### config.mk
export PLATFORM = sky130hd
export DESIGN_NAME = alu_seq_flat
export DESIGN_NICKNAME = d
export VERILOG_FILES = /design/src/rtl/alu_pkg.sv /design/src/rtl/alu_seq_if.sv /design/src/rtl/alu_core.sv /design/src/rtl/alu_seq.sv /design/src/flat_wrapper.sv
export SDC_FILE = /design/constraint.sdc
export NUM_CORES = 1
export LEC_CHECK = 0
export CORE_MARGIN = 2
export CORE_UTILIZATION = 39
export DETAILED_ROUTE_END_ITERATION = 16
export GPL_ROUTABILITY_DRIVEN = 0
export HOLD_SLACK_MARGIN = 0.02
export PLACE_DENSITY = 0.63
export SLEW_MARGIN = 20
export SYNTH_ARGS = -nofsm -noshare
export SYNTH_HDL_FRONTEND = slang
export SYNTH_SLANG_ARGS = --single-unit
### constraint.sdc
create_clock -name clk -period 4.31 [get_ports clk]
set_input_delay 1.0775 -clock clk [delete_from_list [all_inputs] [get_ports clk]]
set_output_delay 1.0775 -clock clk [all_outputs]
set_load 0.1 [all_outputs]
### src/rtl/alu_pkg.sv
// Shared definitions for the sequential ALU: sel field encodings, flag bit
// positions and the controller state type.
package alu_pkg;

  // sel[4:3] operation group
  localparam logic [1:0] GRP_BASIC = 2'b00;
  localparam logic [1:0] GRP_SHL   = 2'b01;
  localparam logic [1:0] GRP_SHR   = 2'b10;
  localparam logic [1:0] GRP_ZERO  = 2'b11;

  // sel[1:0] when sel[4:3]=00 and sel[2]=1 (transfer / add)
  localparam logic [1:0] OP_PASS_A = 2'b00;
  localparam logic [1:0] OP_ADDC   = 2'b01;
  localparam logic [1:0] OP_ADD    = 2'b10;
  localparam logic [1:0] OP_PASS_B = 2'b11;

  // sel[1:0] when sel[4:3]=00 and sel[2]=0 (bitwise logic)
  localparam logic [1:0] OP_AND = 2'b00;
  localparam logic [1:0] OP_OR  = 2'b01;
  localparam logic [1:0] OP_XOR = 2'b10;
  localparam logic [1:0] OP_NOT = 2'b11;

  // flags = {N,Z,C,V}
  localparam int unsigned FLAG_N = 3;
  localparam int unsigned FLAG_Z = 2;
  localparam int unsigned FLAG_C = 1;
  localparam int unsigned FLAG_V = 0;

  typedef enum logic [1:0] {
    ST_IDLE  = 2'd0,
    ST_SHIFT = 2'd1,
    ST_HOLD  = 2'd2
  } state_t;

endpackage

### src/rtl/alu_seq_if.sv
// Request/result bus of alu_seq.
// master: drives in_valid, a, b, sel, carry_in, out_ready.
// slave : drives in_ready, out_valid, y, flags.
interface alu_seq_if #(
  parameter int unsigned WIDTH = 8
);
  logic             in_valid;
  logic             in_ready;
  logic [WIDTH-1:0] a;
  logic [WIDTH-1:0] b;
  logic [4:0]       sel;
  logic             carry_in;
  logic             out_valid;
  logic             out_ready;
  logic [WIDTH-1:0] y;
  logic [3:0]       flags;

  modport master (
    output in_valid, a, b, sel, carry_in, out_ready,
    input  in_ready, out_valid, y, flags
  );

  modport slave (
    input  in_valid, a, b, sel, carry_in, out_ready,
    output in_ready, out_valid, y, flags
  );
endinterface

### src/rtl/alu_core.sv
// Single-cycle combinational ALU datapath: transfer, add, logic ops and the
// amount-0 shift / zero cases, together with their {N,Z,C,V} flags.
// Ports: a, b, sel, carry_in in; y_c, flags_c out (combinational).
module alu_core
  import alu_pkg::*;
#(
  parameter int unsigned WIDTH = 8
) (
  input  logic [WIDTH-1:0] a,
  input  logic [WIDTH-1:0] b,
  input  logic [4:0]       sel,
  input  logic             carry_in,
  output logic [WIDTH-1:0] y_c,
  output logic [3:0]       flags_c
);

  logic [WIDTH-1:0] res;
  logic             carry;
  logic             ovf;

  // Result select; shifts reaching the core have amount 0 and pass A through
  always_comb begin
    res   = '0;
    carry = 1'b0;
    ovf   = 1'b0;
    case (sel[4:3])
      GRP_BASIC: begin
        if (sel[2]) begin
          case (sel[1:0])
            OP_PASS_A: res = a;
            OP_ADDC: begin
              {carry, res} = (WIDTH+1)'(a) + (WIDTH+1)'(b) + (WIDTH+1)'(carry_in);
              ovf = (a[WIDTH-1] == b[WIDTH-1]) && (res[WIDTH-1] != a[WIDTH-1]);
            end
            OP_ADD: begin
              {carry, res} = (WIDTH+1)'(a) + (WIDTH+1)'(b);
              ovf = (a[WIDTH-1] == b[WIDTH-1]) && (res[WIDTH-1] != a[WIDTH-1]);
            end
            OP_PASS_B: res = b;
            default:   res = '0;
          endcase
        end else begin
          case (sel[1:0])
            OP_AND:  res = a & b;
            OP_OR:   res = a | b;
            OP_XOR:  res = a ^ b;
            OP_NOT:  res = ~a;
            default: res = '0;
          endcase
        end
      end
      GRP_SHL, GRP_SHR: res = a;
      GRP_ZERO:         res = '0;
      default:          res = '0;
    endcase
  end

  always_comb begin
    flags_c         = '0;
    flags_c[FLAG_N] = res[WIDTH-1];
    flags_c[FLAG_Z] = (res == '0);
    flags_c[FLAG_C] = carry;
    flags_c[FLAG_V] = ovf;
  end

  assign y_c = res;

endmodule

### src/rtl/alu_seq.sv
// Sequential ALU: ready/valid request in, registered result + flags out.
// Non-shift ops complete in one cycle; shifts of n>0 walk one bit per cycle.
// Ports: clk, rst_n (synchronous, active-low), bus (alu_seq_if.slave).
module alu_seq
  import alu_pkg::*;
#(
  parameter int unsigned WIDTH = 8
) (
  input logic      clk,
  input logic      rst_n,
  alu_seq_if.slave bus
);

  localparam int unsigned SHAMT_W = $clog2(WIDTH);

  state_t             state_q, state_d;
  logic [WIDTH-1:0]   y_q, y_d;
  logic [3:0]         flags_q, flags_d;
  logic [SHAMT_W-1:0] cnt_q, cnt_d;
  logic               shl_q, shl_d;
  logic               asr_q, asr_d;

  logic [WIDTH-1:0]   core_y_c;
  logic [3:0]         core_flags_c;
  logic [WIDTH-1:0]   sh_y;
  logic               sh_c;
  logic [3:0]         sh_flags;
  logic               in_ready_c;
  logic               load;
  logic               is_shift;
  logic [SHAMT_W-1:0] amt;

  alu_core #(.WIDTH(WIDTH)) u_core (
    .a        (bus.a),
    .b        (bus.b),
    .sel      (bus.sel),
    .carry_in (bus.carry_in),
    .y_c      (core_y_c),
    .flags_c  (core_flags_c)
  );

  assign is_shift = (bus.sel[4:3] == GRP_SHL) || (bus.sel[4:3] == GRP_SHR);
  assign amt      = bus.b[SHAMT_W-1:0];

  // One-bit shift step; sh_c is the bit falling off the end
  always_comb begin
    if (shl_q) {sh_c, sh_y} = {y_q, 1'b0};
    else       {sh_y, sh_c} = {asr_q & y_q[WIDTH-1], y_q};
    sh_flags         = '0;
    sh_flags[FLAG_N] = sh_y[WIDTH-1];
    sh_flags[FLAG_Z] = (sh_y == '0);
    sh_flags[FLAG_C] = sh_c;
  end

  // Next state, handshake and datapath register updates
  always_comb begin
    state_d    = state_q;
    y_d        = y_q;
    flags_d    = flags_q;
    cnt_d      = cnt_q;
    shl_d      = shl_q;
    asr_d      = asr_q;
    in_ready_c = 1'b0;
    load       = 1'b0;

    case (state_q)
      ST_IDLE: begin
        in_ready_c = 1'b1;
        load       = bus.in_valid;
      end
      ST_SHIFT: begin
        y_d     = sh_y;
        flags_d = sh_flags;
        cnt_d   = cnt_q - SHAMT_W'(1);
        if (cnt_q == SHAMT_W'(1)) state_d = ST_HOLD;
      end
      ST_HOLD: begin
        // Consumer handshake frees the slot in the same cycle
        in_ready_c = bus.out_ready;
        if (bus.out_ready) begin
          if (bus.in_valid) load    = 1'b1;
          else              state_d = ST_IDLE;
        end
      end
      default: state_d = ST_IDLE;
    endcase

    if (load) begin
      if (is_shift && (amt != '0)) begin
        y_d     = bus.a;
        flags_d = '0;
        cnt_d   = amt;
        shl_d   = (bus.sel[4:3] == GRP_SHL);
        asr_d   = bus.sel[2];
        state_d = ST_SHIFT;
      end else begin
        y_d     = core_y_c;
        flags_d = core_flags_c;
        state_d = ST_HOLD;
      end
    end
  end

  // State register
  always_ff @(posedge clk) begin
    if (!rst_n) state_q <= ST_IDLE;
    else        state_q <= state_d;
  end

  // Datapath registers
  always_ff @(posedge clk) begin
    if (!rst_n) begin
      y_q     <= '0;
      flags_q <= '0;
      cnt_q   <= '0;
      shl_q   <= 1'b0;
      asr_q   <= 1'b0;
    end else begin
      y_q     <= y_d;
      flags_q <= flags_d;
      cnt_q   <= cnt_d;
      shl_q   <= shl_d;
      asr_q   <= asr_d;
    end
  end

  assign bus.in_ready  = in_ready_c;
  assign bus.out_valid = (state_q == ST_HOLD);
  assign bus.y         = y_q;
  assign bus.flags     = flags_q;

endmodule

### src/flat_wrapper.sv
// flat-port wrapper written by rule: the top's interface ports become plain ports
module alu_seq_flat import alu_pkg::*;
#(
  parameter int unsigned WIDTH = 8
)
  (clk, rst_n, bus_in_valid, bus_a, bus_b, bus_sel, bus_carry_in, bus_out_ready, bus_in_ready, bus_out_valid, bus_y, bus_flags);
  alu_seq_if #(.WIDTH(WIDTH)) bus_i ();
  input logic clk;
  input logic rst_n;
  input wire logic [$bits(bus_i.in_valid)-1:0] bus_in_valid;
  input wire logic [$bits(bus_i.a)-1:0] bus_a;
  input wire logic [$bits(bus_i.b)-1:0] bus_b;
  input wire logic [$bits(bus_i.sel)-1:0] bus_sel;
  input wire logic [$bits(bus_i.carry_in)-1:0] bus_carry_in;
  input wire logic [$bits(bus_i.out_ready)-1:0] bus_out_ready;
  output wire logic [$bits(bus_i.in_ready)-1:0] bus_in_ready;
  output wire logic [$bits(bus_i.out_valid)-1:0] bus_out_valid;
  output wire logic [$bits(bus_i.y)-1:0] bus_y;
  output wire logic [$bits(bus_i.flags)-1:0] bus_flags;
  assign bus_i.in_valid = bus_in_valid;
  assign bus_i.a = bus_a;
  assign bus_i.b = bus_b;
  assign bus_i.sel = bus_sel;
  assign bus_i.carry_in = bus_carry_in;
  assign bus_i.out_ready = bus_out_ready;
  assign bus_in_ready = bus_i.in_ready;
  assign bus_out_valid = bus_i.out_valid;
  assign bus_y = bus_i.y;
  assign bus_flags = bus_i.flags;
  alu_seq #(.WIDTH(WIDTH)) u_core (.clk(clk), .rst_n(rst_n), .bus(bus_i));
endmodule
==> results.md, run 1 <==
- Outcome: finished clean
- Setup crit start kind: input port
- IO Count: 40
- Mapped Area: between 2000 and 3000 um^2
- Met3 GRT Util: 0.0354
- Grt ovf: 0
- Via Count: 2721
- Slew Viols, Final: 0
- Fin nets: 438
- Required @ worst endpoint: between 4000 and 5000 ps
- Post-route ant nets: 0
- Via density: a little under 6
- Ys Warns: 0
- Sequential area share after synthesis: 0.150
- H-tree depth: 1
- GRT Total Usage: 0.198
- WS Path Type: input port to flop
- Clk sinks: 19
- Post-synthesis area per instance: 7.30 um^2
- Cell count after synthesis: between 300 and 400
- Max frequency: between 0.2 and 0.3 GHz
- Die extent in y: ~85 um
- Post-synth top cells: 36 x inv_1, 35 x nand2_1, 27 x ha_1
- LEAKAGE: about 0.0013 uW
- Initial antenna violation count: 0
- CP Capture Type: flop
- Row Count: 29
- Final WL: just over 7 mm
- Root Buffer: clkbuf_8
- Register bit count reported by yosys: 19
- Slew @ Worst Pin: approximately 990 ps
- DRC: 0
- CP max FO: 3
- DR pass1 iterations: 4
- Max transition margin: 0.337
- TritonCTS Buffers: 3
- Largest cells by area after synthesis: dfxtp_1 15%, ha_1 13%, inv_1 5.3%
- FF-to-FF setup slack: about 2300 ps
- Share of layout cells above drive strength 1: 0.0574
- Final hold viol count: 0
- Async S/R FF share, synth: 0
- Worst min path class: flop to flop
- Tmin final: 3880 ps
- Setup TNS Final: 0 ps
- Ys flop type: dfxtp_1
- Number of flops mapped to enable cells by yosys: 0
- Yosys top cell area share: 0.150
- Fill count: about 660
- Peak supply drop: approximately 0.00019 V
- Crit path DAT: approximately 4100 ps
- DP Worst Slack: roughly 180 ps
- Syn nets: 402
- Initial Util: 0.402
- Netlist cell types: between 60 and 70
- GR peak layer: met2
- Reg clk slew, reported paths: 70 ps
- Die area: around 7000 um^2
- Layout Skew: 3.33 ps
- Global Route met1 Usage: 0.271
- DR WL/cell: roughly 16 um
- CORE AREA: 6310 um^2
- Fin crit share: 0.900
- Max-cap violation count: 0
- Top-count cell post-synth: inv_1
- Detailed Route Iter0 Violations: about 240
- Number of global-route vias before repair: around 2500
- Dpl hpwl: approximately 5.7 mm
- RSZ-0062 raised after global routing: false
- Met2 GRT Util: 0.331
- Post-CTS setup buffers: 0
- Clk_lat worst skew: around 250 ps
- Leading area contributor after synthesis: dfxtp_1
- ANT cells: 0
- CTS tree: built
- Pwr per Cell Area: around 260 nW/um^2
- # setup viols final: 0
- Hold-fix buffers, CTS: 0
- Die Width: between 80 and 90 um
- Port Buffers: 39
- Clk buf depth: 2
- CTS-repair resized insts: 0
- Layout area overhead: 21.3%
- Largest net degree at the start of global routing: 21
- Final worst setup slack: 430 ps
- First-pass GRT wire length: ~12 mm
## power breakdown
part	total, uW	leakage, uW	switching [uW]	internal (uW)
logic	457	0.00107	290	166
clock network	123	0.0000228	57.6	65.7
registers	214	0.000156	19.7	194
total	794	0.00125	368	426
## placed cells by master (no fill, tap or decap), drive strengths merged, types with 9 or more instances in the layout
cell type,n
mux2i,9
a21oi,24
ha,27
buf,13
nor2b,12
nor2,17
nand2,35
o21ai,23
clkdlybuf4s50,38
nand3,9
inv,36
dfxtp,19
## logic make-up after synthesis
logic type	Yosys count	share of synthesized area
compound gates	119	0.330
flops	19	0.150
buf+inv	56	0.0838
simple gates	103	0.203
xor+xnor	14	0.0572
fa+ha+maj	28	0.141
mux	9	0.0355
## cell type report
cell class                      count  area, um^2  area share
Multi-Input combinational cell    273        1950       0.632
Timing Repair Buffer               51         478       0.155
Sequential cell                    19         380       0.123
Inverter                           36         135      0.0439
Tap cell                           77        96.3      0.0313
Clock buffer                        4        45.0      0.0146
## flip-flops by register name, indices dropped and copies added, names as in the netlist
name	count
u_core.shl_q	1
u_core.state_q	2
u_core.bus.flags	4
u_core.asr_q	1
u_core.bus.y	8
u_core.cnt_q	3
## worst max-delay path: stages
cell and delay [ps]:
clkdlybuf4s50_1 490, ha_1 200, inv_1 80, fa_1 450, inv_1 90, ha_1 170, inv_1 60, a311o_1 300
nor2_1 160, nor3b_1 360, a21oi_1 120, o21ba_1 220, o2111ai_1 110, a21boi_1 170
## metal layers
| metal | routed length (um) | part of all wire |
|---|---|---|
| met5 | 0 | 0 |
| met4 | 85 | 0.012 |
| met3 | 456 | 0.063 |
| met2 | 3350 | 0.47 |
| met1 | 3300 | 0.46 |
## final timing paths
| kind | start | depth (start not counted) | to |
|---|---|---|---|
| setup / recovery | bus_b[0] | 14 | u_core.bus.flags[1] |
| hold reg to reg | u_core.bus.flags[0] | 2 | u_core.bus.flags[0] |
| hold / removal | u_core.bus.flags[0] | 2 | u_core.bus.flags[0] |
| setup reg to reg | u_core.state_q[0] | 5 | u_core.state_q[1] |
## metrics by stage
| stage | area [um^2] | hold slack (ps) | total power [uW] | utilization | cells |
|---|---|---|---|---|---|
| after global placement | 3040 | 456 | 666 | 0.481 | 456 |
| after floorplan | 2540 | 458 | 546 | - | 348 |
| final | 3080 | 467 | 794 | 0.488 | 460 |
| after CTS | 3080 | 474 | 796 | 0.488 | 460 |
| after detailed placement | 3040 | 464 | 670 | 0.481 | 456 |
| after global routing | 3080 | 524 | 849 | 0.488 | 460 |
Note: power is estimated with default switching activity, not from simulation.
==> inputs of run 2 (changes only) <==
--- a/config.mk
+++ b/config.mk
@@ -5,12 +5,12 @@
 export SDC_FILE = /design/constraint.sdc
 export NUM_CORES = 1
 export LEC_CHECK = 0
-export CORE_MARGIN = 2
+export CAP_MARGIN = 25
 export CORE_UTILIZATION = 39
 export DETAILED_ROUTE_END_ITERATION = 16
 export GPL_ROUTABILITY_DRIVEN = 0
 export HOLD_SLACK_MARGIN = 0.02
-export PLACE_DENSITY = 0.63
+export PLACE_DENSITY_LB_ADDON = 0.2
 export SLEW_MARGIN = 20
 export SYNTH_ARGS = -nofsm -noshare
 export SYNTH_HDL_FRONTEND = slang
==> run 2 against run 1 <==
Effect of this change:
- sequential cell count unchanged
- critical endpoint unchanged
- maximum frequency shrank 0.80%
- register-to-register slack better by 40 ps
- total power about the same
- non-clock buffer count stayed put
- clock skew grew 2.4 ps
- routed wire length up 1.4%
- critical path depth unchanged
==> results.md, run 2 (synthesis results as in run 1) <==
- Outcome: finished clean (unchanged)
- H-tree depth: 1 (unchanged)
- TritonCTS Buffers: 3 (unchanged)
- Crit path DAT: 4100 ps (was 4070 ps)
- Max Used Layer: met4 (unchanged)
- Pwr per Cell Area: 258 nW/um^2 (about the same)
- Max-cap violation count: 0 (unchanged)
- DR pass1 iterations: 6 (was 4)
- Critical Path Most Common Cell: inv_1 (unchanged)
- Metal1 wirelength: 3.45 mm (was 3.30 mm)
- Worst min path class: flop to flop (unchanged)
- Clk buf depth: 2 (unchanged)
- First-pass GRT wire length: 11.4 mm (was 11.9 mm)
- DRC: 0 (unchanged)
- Critical Path Max Stage Delay: 480 ps (was 490 ps)
- Hold depth: 2 (unchanged)
- Final Non-Filler Cells: 460 (unchanged)
- Fin crit share: 0.907 (was 0.900)
- Peak supply drop: 0.000164 V (was 0.000185 V)
- Port Buffers: 39 (unchanged)
- Final WL: 7.29 mm (was 7.19 mm)
- Dpl hpwl: 5.70 mm (was 5.74 mm)
- Number of global-route vias before repair: 2313 (was 2525)
- Layout Skew: 5.74 ps (was 3.33 ps)
- WS Path Type: input port to flop (unchanged)
- Slew @ Worst Pin: 984 ps (was 993 ps)
- Post-route ant nets: 0 (unchanged)
- Setup TNS Final: 0 ps (unchanged)
- CP max FO: 3 (unchanged)
- Detailed Route Iter0 Violations: 278 (was 235)
- Tmin final: 3910 ps (was 3880 ps)
- Placed cells: 456 (unchanged)
- Die Width: 82.7 um (was 84.7 um)
- Max frequency: 0.256 GHz (was 0.258 GHz)
- Via Count: 2701 (was 2721)
- Most common cell after layout, fill and taps aside: clkdlybuf4s50_1 (unchanged)
- Final Cell Area: 3080 um^2 (unchanged)
- Fill count: 660 (was 655)
- Hold-fix buffers, CTS: 0 (unchanged)
- Required @ worst endpoint: 4500 ps (about the same)
- Initial Util: 0.402 (unchanged)
- FF-to-FF setup slack: 2340 ps (was 2300 ps)
- ANT cells: 0 (unchanged)
- Dpl cell area: 3040 um^2 (unchanged)
- Row Count: 29 (unchanged)
- Root Buffer: clkbuf_8 (unchanged)
- Initial antenna violation count: 0 (unchanged)
- Share of layout cells above drive strength 1: 0.0574 (unchanged)
- CTS tree: built (unchanged)
- Layout area overhead: 21.3% (unchanged)
- Sequence of cells on the critical path: clkdlybuf4s50_1 > ha_1 > inv_1 > fa_1 > inv_1 > ha_1 > inv_1 > a311o_1 > nor2_1 > nor3b_1 > a21oi_1 > o21ba_1 > o2111ai_1 > a21boi_1 (unchanged)
- Slew Viols, Final: 0 (unchanged)
- Commonest non-fill, non-tap cells in the layout: 38 x clkdlybuf4s50_1, 36 x inv_1, 35 x nand2_1 (unchanged)
- GRT Total Usage: 0.219 (was 0.198)
- # setup viols final: 0 (unchanged)
- CORE AREA: 6310 um^2 (unchanged)
- Via density: 5.87 (was 5.92)
- Reg clk slew, reported paths: 70 ps (about the same)
- Setup crit start kind: input port (unchanged)
- CTS-repair resized insts: 0 (unchanged)
- CP Capture Type: flop (unchanged)
- Post-CTS setup buffers: 0 (unchanged)
- Met3 routed WL: 421 um (was 456 um)
- Die area: 6840 um^2 (was 7170 um^2)
- DR WL/cell: 15.8 um (was 15.6 um)
- Grt ovf: 0 (unchanged)
- Fin nets: 438 (unchanged)
- Final worst setup slack: 399 ps (was 430 ps)
- Max reg flops: 8 (unchanged)
- IO Count: 40 (unchanged)
- Largest net degree at the start of global routing: 21 (unchanged)
- LEAKAGE: 0.00125 uW (unchanged)
- Clk sinks: 19 (unchanged)
- DP Worst Slack: 182 ps (was 178 ps)
- DR WL met2: 3.34 mm (was 3.35 mm)
- Max transition margin: 0.342 (was 0.337)
- Reg2reg path depth: 8 (was 5)
- Slowest CP cell: clkdlybuf4s50_1 (unchanged)
- Fin Hold WS: 470 ps (was 467 ps)
- Final hold viol count: 0 (unchanged)
- Clk_lat worst skew: 250 ps (about the same)
- Die extent in y: 82.7 um (was 84.7 um)
- RSZ-0062 raised after global routing: false (unchanged)
==> run 2: cell counts in the layout (fill, tap and decap cells not counted) <==
Identical to the previous run, type by type.
==> run 2: critical path: cells and delay by family <==
family,cells,cell delay [ps]
buffers and inverters,4,710
and+or+nand+nor,2,570
adders and majority gates,3,820
AOI/OAI and AO/OA,5,940
==> run 2: stage by stage <==
stage               utilization  power [uW]
global route              0.488         849
floorplan                     -         546
detailed placement        0.481         670
CTS                       0.488         795
finish                    0.488         794
global placement          0.481         667
==> run 2: final cells by class <==
class / instances / area [um^2] / share of cell area
multi-input cells: 273 / 1950 / 0.632
repair buffers: 51 / 478 / 0.155
flip-flops and latches: 19 / 380 / 0.123
inverters: 36 / 135 / 0.0439
well taps: 77 / 96.3 / 0.0313
clock buffers: 4 / 45.0 / 0.0146
==> run 2: where the power goes <==
group          internal [uW]  switching (uW)
logic                    166             290
registers                194            20.7
clock network           65.7            57.4
total                    426             369
==> run 2: metal layers <==
| metal | vias up | track usage |
|---|---|---|
| met4 | 0 | 0.0276 |
| met2 | 101 | 0.350 |
| met3 | 8 | 0.0297 |
| met5 | - | 0 |
| li1 | 1341 | - |
| met1 | 1251 | 0.316 |
==> run 2: worst paths after layout <==
| path | from | to |
|---|---|---|
| hold / removal | u_core.bus.flags[0] | u_core.bus.flags[0] |
| setup / recovery | bus_b[0] | u_core.bus.flags[1] |
| setup reg to reg | u_core.state_q[1] | u_core.state_q[1] |
| hold reg to reg | u_core.bus.flags[0] | u_core.bus.flags[0] |
==> inputs of run 3 (changes only) <==
--- a/config.mk
+++ b/config.mk
@@ -6,6 +6,8 @@
 export NUM_CORES = 1
 export LEC_CHECK = 0
 export CAP_MARGIN = 25
+export CELL_PAD_IN_SITES_DETAIL_PLACEMENT = 0
+export CELL_PAD_IN_SITES_GLOBAL_PLACEMENT = 1
 export CORE_UTILIZATION = 39
 export DETAILED_ROUTE_END_ITERATION = 16
 export GPL_ROUTABILITY_DRIVEN = 0
==> constraint.sdc (replaced) <==
create_clock -name clk -period 4.31 [get_ports clk]
set_input_delay 1.0775 -clock clk [delete_from_list [all_inputs] [get_ports clk]]
set_output_delay 1.0775 -clock clk [all_outputs]
set_load 0.05 [all_outputs]
==> run 3 against run 2 <==
Effect of this change:
- worst setup slack better by 27 ps
- first-iteration DRC count is 51% lower
- via count is 4.7% lower
- routed wire length is 3.2% higher
==> results.md, run 3 (synthesis results as in run 1) <==
- Part of the power in combinational logic: 0.541 (was 0.575)
- Final hold viol count: 0 (unchanged)
- Clock share of power: 0.172 (was 0.155)
- Max-cap violation count: 0 (unchanged)
- Slew @ Worst Pin: 606 ps (was 984 ps)
- ANT cells: 0 (unchanged)
- CP Capture Type: flop (unchanged)
- GRT Total Usage: 0.232 (was 0.219)
- Slew Viols, Final: 0 (unchanged)
- Post-CTS setup buffers: 0 (unchanged)
- CTS-repair resized insts: 0 (unchanged)
- LEAKAGE: 0.00126 uW (was 0.00125 uW)
- Max frequency: 0.257 GHz (was 0.256 GHz)
- Fin crit share: 0.901 (was 0.907)
- Final worst setup slack: 426 ps (was 399 ps)
- Outcome: finished clean (unchanged)
- Post-route ant nets: 0 (unchanged)
- Layout Skew: 3.89 ps (was 5.74 ps)
- Detailed Route Iter0 Violations: 135 (was 278)
- DRC: 0 (unchanged)
- GR peak layer: met2 (unchanged)
- Setup TNS Final: 0 ps (unchanged)
- Clk buf depth: 2 (unchanged)
- Crit path DAT: 4090 ps (was 4100 ps)
- Clk sinks: 19 (unchanged)
- Pwr per Cell Area: 242 nW/um^2 (was 258 nW/um^2)
- Commonest non-fill, non-tap cells in the layout: 39 x clkdlybuf4s50_1, 36 x inv_1, 35 x nand2_1 (was 38 x clkdlybuf4s50_1, 36 x inv_1, 35 x nand2_1)
- Met2 GRT Util: 0.389 (was 0.350)
- Pint: 427 uW (was 426 uW)
- Setup crit start kind: input port (unchanged)
- Number of global-route vias before repair: 2366 (was 2313)
- Fin nets: 440 (was 438)
- DP Worst Slack: 186 ps (was 182 ps)
- WS Path Type: input port to flop (unchanged)
- Sw frac: 0.432 (was 0.464)
- Max transition margin: 0.593 (was 0.342)
- RSZ-0062 raised after global routing: false (unchanged)
- Largest net degree at the start of global routing: 21 (unchanged)
- CTS tree: built (unchanged)
- Clk_lat worst skew: 260 ps (was 250 ps)
- Initial antenna violation count: 0 (unchanged)
- Fill count: 652 (was 660)
- Final WL: 7.52 mm (was 7.29 mm)
- Peak supply drop: 0.000221 V (was 0.000164 V)
- Via density: 5.57 (was 5.87)
- Hold-fix buffers, CTS: 0 (unchanged)
- CP max FO: 3 (unchanged)
- Root Buffer: clkbuf_8 (unchanged)
- Global Route met1 Usage: 0.315 (was 0.316)
- DR WL/cell: 16.3 um (was 15.8 um)
- TritonCTS Buffers: 3 (unchanged)
- First-pass GRT wire length: 12.1 mm (was 11.4 mm)
- Die area: 6840 um^2 (unchanged)
- Seq pwr share: 0.287 (was 0.270)
- Met3 GRT Util: 0.0110 (was 0.0297)
- Tmin final: 3880 ps (was 3910 ps)
- Layout area overhead: 22.1% (was 21.3%)
- Required @ worst endpoint: 4510 ps (was 4500 ps)
- Sequential cell area: 380 um^2 (unchanged)
- Port Buffers: 39 (unchanged)
- Die extent in y: 82.7 um (unchanged)
- Max reg flops: 8 (unchanged)
- Row Count: 29 (unchanged)
- Grt ovf: 0 (unchanged)
- Multi-input logic area: 1950 um^2 (unchanged)
- Share of layout cells above drive strength 1: 0.0623 (was 0.0574)
- H-tree depth: 1 (unchanged)
- Initial Util: 0.402 (unchanged)
- Most common cell after layout, fill and taps aside: clkdlybuf4s50_1 (unchanged)
- Die Width: 82.7 um (unchanged)
- CORE AREA: 6310 um^2 (unchanged)
- Psw: 324 uW (was 369 uW)
- Dpl hpwl: 5.87 mm (was 5.70 mm)
- # setup viols final: 0 (unchanged)
- Worst min path class: flop to flop (unchanged)
- IO Count: 40 (unchanged)
- Reg clk slew, reported paths: 80 ps (was 70 ps)
- DR pass1 iterations: 4 (was 6)
- Via Count: 2575 (was 2701)
[run 3: layout make-up]
type | instances | share of cell area
timing repair buffer | 53 | 0.160
clock inverter | 1 | 0.00161
multi-input combinational | 273 | 0.628
sequential | 19 | 0.123
clock buffer | 3 | 0.0133
inverter | 36 | 0.0436
tap | 77 | 0.0311
[run 3: worst max-delay path, stage by stage]
cell	delay, ps
clkdlybuf4s50_1	480
ha_1	200
inv_1	80
fa_1	460
inv_1	90
ha_1	160
inv_1	50
a311o_1	290
nor2_1	160
nor3b_1	390
a21oi_1	120
o21ba_1	230
o2111ai_1	120
a21boi_1	170
[run 3: metal layers]
metal  up-vias  share of wire  wire length [um]
met2        48           0.46              3450
met1      1181           0.49              3690
li1       1337              -                 -
met4         0          0.018               138
met3         9          0.033               249
met5         -              0                 0
[run 3: path summary, 6_finish.rpt]
kind | from | to | slack, ps | depth (start not counted)
setup reg to reg | u_core.state_q[1] | u_core.state_q[1] | 2380 | 8
setup / recovery | bus_b[0] | u_core.bus.flags[1] | 430 | 14
hold reg to reg | u_core.bus.flags[0] | u_core.bus.flags[0] | 460 | 2
hold / removal | u_core.bus.flags[0] | u_core.bus.flags[0] | 460 | 2
[run 3: power by group through the flow]
stage / sequential, uW / clock (uW) / combinational [uW]
3_3_place_gp: 219 / 0 / 400
3_5_place_dp: 219 / 0 / 402
4_1_cts: 215 / 129 / 405
5_1_grt: 218 / 139 / 446
6_report: 215 / 129 / 407
2_1_floorplan: 252 / 0 / 242
[run 3: per-stage QoR]
stage               instances  utilization  cell area, um^2  hold WS [ps]  total power (uW)
finish                    462        0.491             3100           464               751
floorplan                 348            -             2540           458               493
CTS                       461        0.490             3090           466               749
global placement          457        0.482             3050           456               619
global route              462        0.491             3100           486               803
detailed placement        457        0.482             3050           456               621
